--- config.mk ---
export PLATFORM = sky130hd
export DESIGN_NAME = memory_controller
export DESIGN_NICKNAME = d
export VERILOG_FILES = /design/src/rtl/memory_controller.sv
export SDC_FILE = /design/constraint.sdc
export NUM_CORES = 1
export LEC_CHECK = 0
export ABC_CLOCK_PERIOD_IN_PS = 6050
export CORE_UTILIZATION = 55
export CTS_CLUSTER_SIZE = 16
export DETAILED_ROUTE_END_ITERATION = 8
export PLACE_DENSITY_LB_ADDON = 0.08
export SLEW_MARGIN = 30
export SYNTH_ARGS = -nofsm -noshare
export SYNTH_HDL_FRONTEND = slang
export SYNTH_SLANG_ARGS = --single-unit
--- constraint.sdc ---
create_clock -name clk -period 6.05 [get_ports clk]
set_clock_uncertainty 0.1 [all_clocks]
set_input_delay 0.605 -clock clk [delete_from_list [all_inputs] [get_ports clk]]
set_output_delay 0.605 -clock clk [all_outputs]
set_load 0.02 [all_outputs]
--- src/rtl/memory_controller.sv ---
// Byte-wide RAM/IO port owner: serialises IF word fetches and LSB byte/half/word
// loads and stores into little-endian byte transactions, one access at a time.
module memory_controller #(
    parameter logic [31:0] IO_BASE = 32'h30000
) (
    input  logic        clk,
    input  logic        rst_n,
    input  logic        rdy,
    input  logic        if_flag,
    input  logic [31:0] if_addr,
    input  logic        if_flush,
    output logic [31:0] inst,
    output logic        inst_rdy,
    input  logic        lsb_flag,
    input  logic        lsb_r_nw,
    input  logic        load_sign,
    input  logic [1:0]  data_size_to_mc,
    input  logic [31:0] data_addr,
    input  logic [31:0] data_write,
    output logic [31:0] data_read,
    output logic        lsb_enable,
    output logic        data_rdy,
    input  logic [7:0]  mem_din,
    output logic [7:0]  mem_dout,
    output logic [31:0] mem_a,
    output logic        mem_wr,
    input  logic        io_buffer_full
);

    typedef enum logic [2:0] {IDLE, FETCH, LOAD, STORE, DONE} state_t;

    state_t      state, state_next;

    logic        pend_valid, pend_r_nw, pend_sign;
    logic [1:0]  pend_size;
    logic [31:0] pend_addr, pend_data;

    logic [31:0] op_addr, op_data, rx_buf;
    logic [2:0]  op_n, cnt;
    logic        op_sign, mem_wr_q;

    logic        lsb_go, sel_r_nw, sel_sign, last_rx, io_stall;
    logic [1:0]  sel_size, rx_idx;
    logic [31:0] sel_addr, sel_data, issue_addr, rx_word, load_ext;

    function automatic logic [2:0] byte_count(input logic [1:0] size);
        case (size)
            2'd0:    return 3'd1;
            2'd1:    return 3'd2;
            default: return 3'd4;
        endcase
    endfunction

    // A request pulsing at this very edge wins over an empty slot.
    assign lsb_go     = pend_valid | lsb_flag;
    assign sel_r_nw   = lsb_flag ? lsb_r_nw        : pend_r_nw;
    assign sel_sign   = lsb_flag ? load_sign       : pend_sign;
    assign sel_size   = lsb_flag ? data_size_to_mc : pend_size;
    assign sel_addr   = lsb_flag ? data_addr       : pend_addr;
    assign sel_data   = lsb_flag ? data_write      : pend_data;

    // Reads are two cycles behind their address, so cnt-2 is the byte arriving now.
    assign issue_addr = op_addr + {29'd0, cnt};
    assign rx_idx     = cnt[1:0] - 2'd2;
    assign last_rx    = (cnt == op_n + 3'd1);
    assign io_stall   = io_buffer_full && (issue_addr >= IO_BASE) && (issue_addr <= IO_BASE + 32'd7);

    always_ff @(posedge clk or negedge rst_n) begin
        if (!rst_n)
            state <= IDLE;
        else if (rdy)
            state <= state_next;
    end

    // NOTE: every combinational output gets a default first so no latch is inferred.
    always_comb begin
        state_next = state;
        case (state)
            IDLE: begin
                if (lsb_go)
                    state_next = sel_r_nw ? LOAD : STORE;
                else if (if_flag && !if_flush)
                    state_next = FETCH;
            end
            FETCH: begin
                if (if_flush)
                    state_next = IDLE;
                else if (last_rx)
                    state_next = DONE;
            end
            LOAD:    if (last_rx) state_next = DONE;
            STORE:   if (cnt == op_n) state_next = DONE;
            DONE:    state_next = IDLE;
            default: state_next = IDLE;
        endcase
    end

    always_comb begin
        mem_wr  = mem_wr_q & rdy;
        rx_word = rx_buf;
        rx_word[{rx_idx, 3'b000} +: 8] = mem_din;
        case (op_n)
            3'd1:    load_ext = op_sign ? {{24{rx_word[7]}}, rx_word[7:0]}   : {24'd0, rx_word[7:0]};
            3'd2:    load_ext = op_sign ? {{16{rx_word[15]}}, rx_word[15:0]} : {16'd0, rx_word[15:0]};
            default: load_ext = rx_word;
        endcase
    end

    always_ff @(posedge clk or negedge rst_n) begin
        if (!rst_n) begin
            pend_valid <= 1'b0;
            pend_r_nw  <= 1'b0;
            pend_sign  <= 1'b0;
            pend_size  <= 2'd0;
            pend_addr  <= '0;
            pend_data  <= '0;
            op_addr    <= '0;
            op_data    <= '0;
            op_n       <= 3'd0;
            op_sign    <= 1'b0;
            cnt        <= 3'd0;
            rx_buf     <= '0;
            inst       <= '0;
            inst_rdy   <= 1'b0;
            data_read  <= '0;
            data_rdy   <= 1'b0;
            lsb_enable <= 1'b0;
            mem_dout   <= 8'd0;
            mem_a      <= '0;
            mem_wr_q   <= 1'b0;
        end else if (rdy) begin
            inst_rdy   <= 1'b0;
            data_rdy   <= 1'b0;
            mem_wr_q   <= 1'b0;
            lsb_enable <= (state == IDLE) && !pend_valid && !lsb_flag;

            // Captured in every state: LSB may pulse one edge after seeing lsb_enable.
            if (lsb_flag) begin
                pend_valid <= 1'b1;
                pend_r_nw  <= lsb_r_nw;
                pend_sign  <= load_sign;
                pend_size  <= data_size_to_mc;
                pend_addr  <= data_addr;
                pend_data  <= data_write;
            end

            case (state)
                IDLE: begin
                    cnt <= 3'd0;
                    if (lsb_go) begin
                        pend_valid <= 1'b0;
                        op_addr    <= sel_addr;
                        op_data    <= sel_data;
                        op_sign    <= sel_sign;
                        op_n       <= byte_count(sel_size);
                    end else if (if_flag && !if_flush) begin
                        op_addr <= if_addr;
                        op_sign <= 1'b0;
                        op_n    <= 3'd4;
                    end
                end
                FETCH, LOAD: begin
                    cnt <= cnt + 3'd1;
                    if (cnt < op_n)
                        mem_a <= issue_addr;
                    if (cnt >= 3'd2)
                        rx_buf <= rx_word;
                    if (last_rx) begin
                        if (state == LOAD) begin
                            data_read <= load_ext;
                            data_rdy  <= 1'b1;
                        end else if (!if_flush) begin
                            inst     <= rx_word;
                            inst_rdy <= 1'b1;
                        end
                    end
                end
                STORE: begin
                    if (cnt < op_n) begin
                        if (!io_stall) begin
                            mem_a    <= issue_addr;
                            mem_dout <= op_data[{cnt[1:0], 3'b000} +: 8];
                            mem_wr_q <= 1'b1;
                            cnt      <= cnt + 3'd1;
                        end
                    end else begin
                        data_rdy <= 1'b1;
                    end
                end
                default: ;
            endcase
        end
    end

endmodule

==> results.toml <==
[min_path]
holdCritPathClass = "reg -> reg"
holdPathStages = 2
hp-start = "inst[4]"
holdPathEnd = "inst[4]"

[logic_synthesis]
syn_inst = 1279
ys_ff_latch = 283
async_flop_share_pct = 100
synthesis.nets = 1410
yosysWarningCount = 0
postSynthAreaPerCell_sq_um = 10.8
synth_edf_count = 0
synth_area_sq_um = 13800
seq_area_frac_synth_pct = 51.3
synthDistinctLibCells = 74
ys.flop_type = "dfrtp_1"

[sta]
worst_slew_pin_slew_ns = 0.945
slew_headroom_pct = 37.0
rsz0062_at_grt = "no"
drv_slew = 0
final.setup.worst_slack_ns = 1.76
setup_viol = 0
holdWs_ns = 0.374
fin_crit_sh_pct = 71.0
max_freq_ghz = 0.233
fin_tns_setup_ns = 0
hold_violations = 0
post-route-min-period_ns = 4.29

[critical_path]
arrival_ns = 4.63
required_ns = 6.39
crit_path_start_kind = "register"
path_max_fanout = 32
r2r_cells = 13
reg2reg_from = "cnt[0]"
reg2reg_slack_ns = 1.76
r2r-end = "mem_a[1]"
crit_type = "reg -> reg"
crit_path_end_kind = "register"

[route]
wirelength_um = 34300
first_pass_iters = 7
drtIter0Drc = 806
drcViolationCount = 0
wl_per_cell_um = 19.0
viasPerCell = 5.65
vias = 10213
ant_nets = 0

[floorplanning]
rows = 57
core_region_area_sq_um = 24500
die_x_um = 161
ioPinCount = 223
start_util_pct = 56.5
die_h_um = 161
die_area_sq_um = 25800

[cts]
cts_tree = "built"
cts_setup_buffers = 0
cts_buffers = 30
clock_sinks = 283
cts_resized = 0
clk_pin_slew_worst_paths_ns = 0.06
cts_htree_levels = 1
clockBufferDepth = 3
clock-root-buffer = "clkbuf_16"
hold_buffers = 0
clk_latency_ns = 0.56

[place]
portBuffers = 222
placed_cells = 1753
pre_cts_ws_ns = 1.74
dp.final_hpwl_um = 24600
place_area_sq_um = 16200
place_congestion = 0.894

[global_routing]
grt_overflow = 0
antenna_found_initial = 0
grt_max_degree = 164
grt_pass1_wl_um = 55500
grt_pass1_vias = 10001
track_usage_pct = 27.2

[cells_and_area]
drive_above_1_share_pct = 14.2
antenna_cells = 0
nets = 1594
syn2layout_area_growth_pct = 24.3
design_area_sq_um = 17200
fin_util_pct = 70.2
layout.cells.non_filler = 1808

[status]
status = "complete, no violations"

[run]
cap_violations = 0

[power_and_ir_drop]
p_leak_nw = 7.38
peakVddDrop_v = 0.000285
power_mw = 8.45
p_per_area_nw_per_um2 = 492
[power breakdown]
| part | switching, mW | internal (mW) |
|---|---|---|
| combinational | 1.71 | 1.66 |
| clock | 0.725 | 1.07 |
| sequential | 0.706 | 2.57 |
[worst max path at each step]
stage / from / end / cells after the start
6_report: cnt[0] / mem_a[1] / 13
5_1_grt: cnt[1] / mem_a[1] / 11
4_1_cts: cnt[0] / mem_a[1] / 13
3_5_place_dp: cnt[0] / mem_a[0] / 13
3_3_place_gp: cnt[0] / mem_a[1] / 13
2_1_floorplan: cnt[0] / mem_a[10] / 12
[area by class of cell]
cell class	instances	area, sq um
Fill cell	1851	7280
Sequential cell	283	7090
Multi-Input combinational cell	896	6290
Timing Repair Buffer	235	2360
Clock buffer	46	871
Tap cell	324	405
Clock inverter	7	96.3
Inverter	17	63.8
[worst max-delay path, cell delays in order, from the launching register on]
cell and delay (ns):
dfrtp_1 0.36, buf_4 0.21, ha_1 0.28, fa_1 0.46
a21oi_2 0.36, or3_4 0.23, nor2_1 0.07, o31a_1 0.23
or3_1 0.42, nor4b_4 0.33, nand3_2 0.13, o21ai_4 0.12
buf_4 0.47, mux2_2 0.39
[registers in the layout, summed over array words and instances (netlist names)]
signal,cells
pend_addr,32
inst,32
pend_r_nw,1
inst_rdy,1
op_n,3
op_addr,32
mem_dout,8
op_data,32
cnt,3
pend_sign,1
data_read,32
lsb_enable,1
state,3
op_sign,1
pend_size,2
pend_data,32
data_rdy,1
rx_buf,32
pend_valid,1
mem_wr_q,1
mem_a,32
[layer usage]
layer	wire length, um	GRT usage (%)
met3	2190	5.86
met2	15200	40.5
met4	541	5.11
met5	0	0
met1	16400	41.2
[cell families after synthesis]
family / share of synthesized area (%)
buffers and inverters: 3.51
adders and majority gates: 1.50
DFF: 51.3
xor gates and xnor gates: 2.09
and+or+nand+nor: 13.0
AOI/OAI and AO/OA: 12.4
muxes: 16.2
[Yosys cell counts (3+ instances only)]
cell / n / area share [%]
a21o_1: 4 / 0.22
a21oi_1: 136 / 4.9
a22o_1: 9 / 0.57
and3_1: 6 / 0.27
buf_1: 15 / 0.41
buf_12: 3 / 0.43
buf_2: 3 / 0.11
buf_4: 4 / 0.22
clkbuf_1: 50 / 1.4
clkbuf_2: 4 / 0.14
clkbuf_8: 3 / 0.30
dfrtp_1: 283 / 51
ha_1: 15 / 1.4
inv_1: 17 / 0.46
mux2_2: 73 / 5.9
mux2_4: 34 / 3.7
mux2i_1: 73 / 5.3
mux4_2: 8 / 1.3
nand2_1: 99 / 2.7
nand3_1: 18 / 0.65
nand3_2: 5 / 0.36
nand4_1: 15 / 0.68
nor2_1: 137 / 3.7
nor2b_1: 35 / 1.6
nor3_1: 19 / 0.69
nor4_1: 5 / 0.23
nor4_2: 3 / 0.27
nor4b_1: 3 / 0.19
o211ai_1: 10 / 0.54
o21a_1: 8 / 0.43
o21ai_0: 76 / 2.8
o22a_1: 16 / 1.0
o31ai_1: 4 / 0.22
or2_2: 3 / 0.14
xnor2_1: 25 / 1.6
xor2_1: 8 / 0.51
[cell usage in the layout, fill, tap and decap left out, types with 5 or more instances in the layout]
master / instances
a21oi_1: 136
a22o_1: 9
and3_1: 6
buf_4: 10
clkbuf_1: 10
clkbuf_16: 30
clkbuf_8: 6
clkdlybuf4s50_1: 220
dfrtp_1: 282
ha_1: 15
inv_1: 17
mux2_2: 73
mux2_4: 34
mux2i_1: 73
mux4_2: 8
nand2_1: 97
nand3_1: 18
nand3_2: 5
nand4_1: 15
nor2_1: 136
nor2b_1: 35
nor3_1: 16
nor3_2: 5
o211ai_1: 10
o21a_1: 8
o21ai_0: 76
o22a_1: 16
xnor2_1: 25
xor2_1: 8
Note: power is estimated with default switching activity, not from simulation.
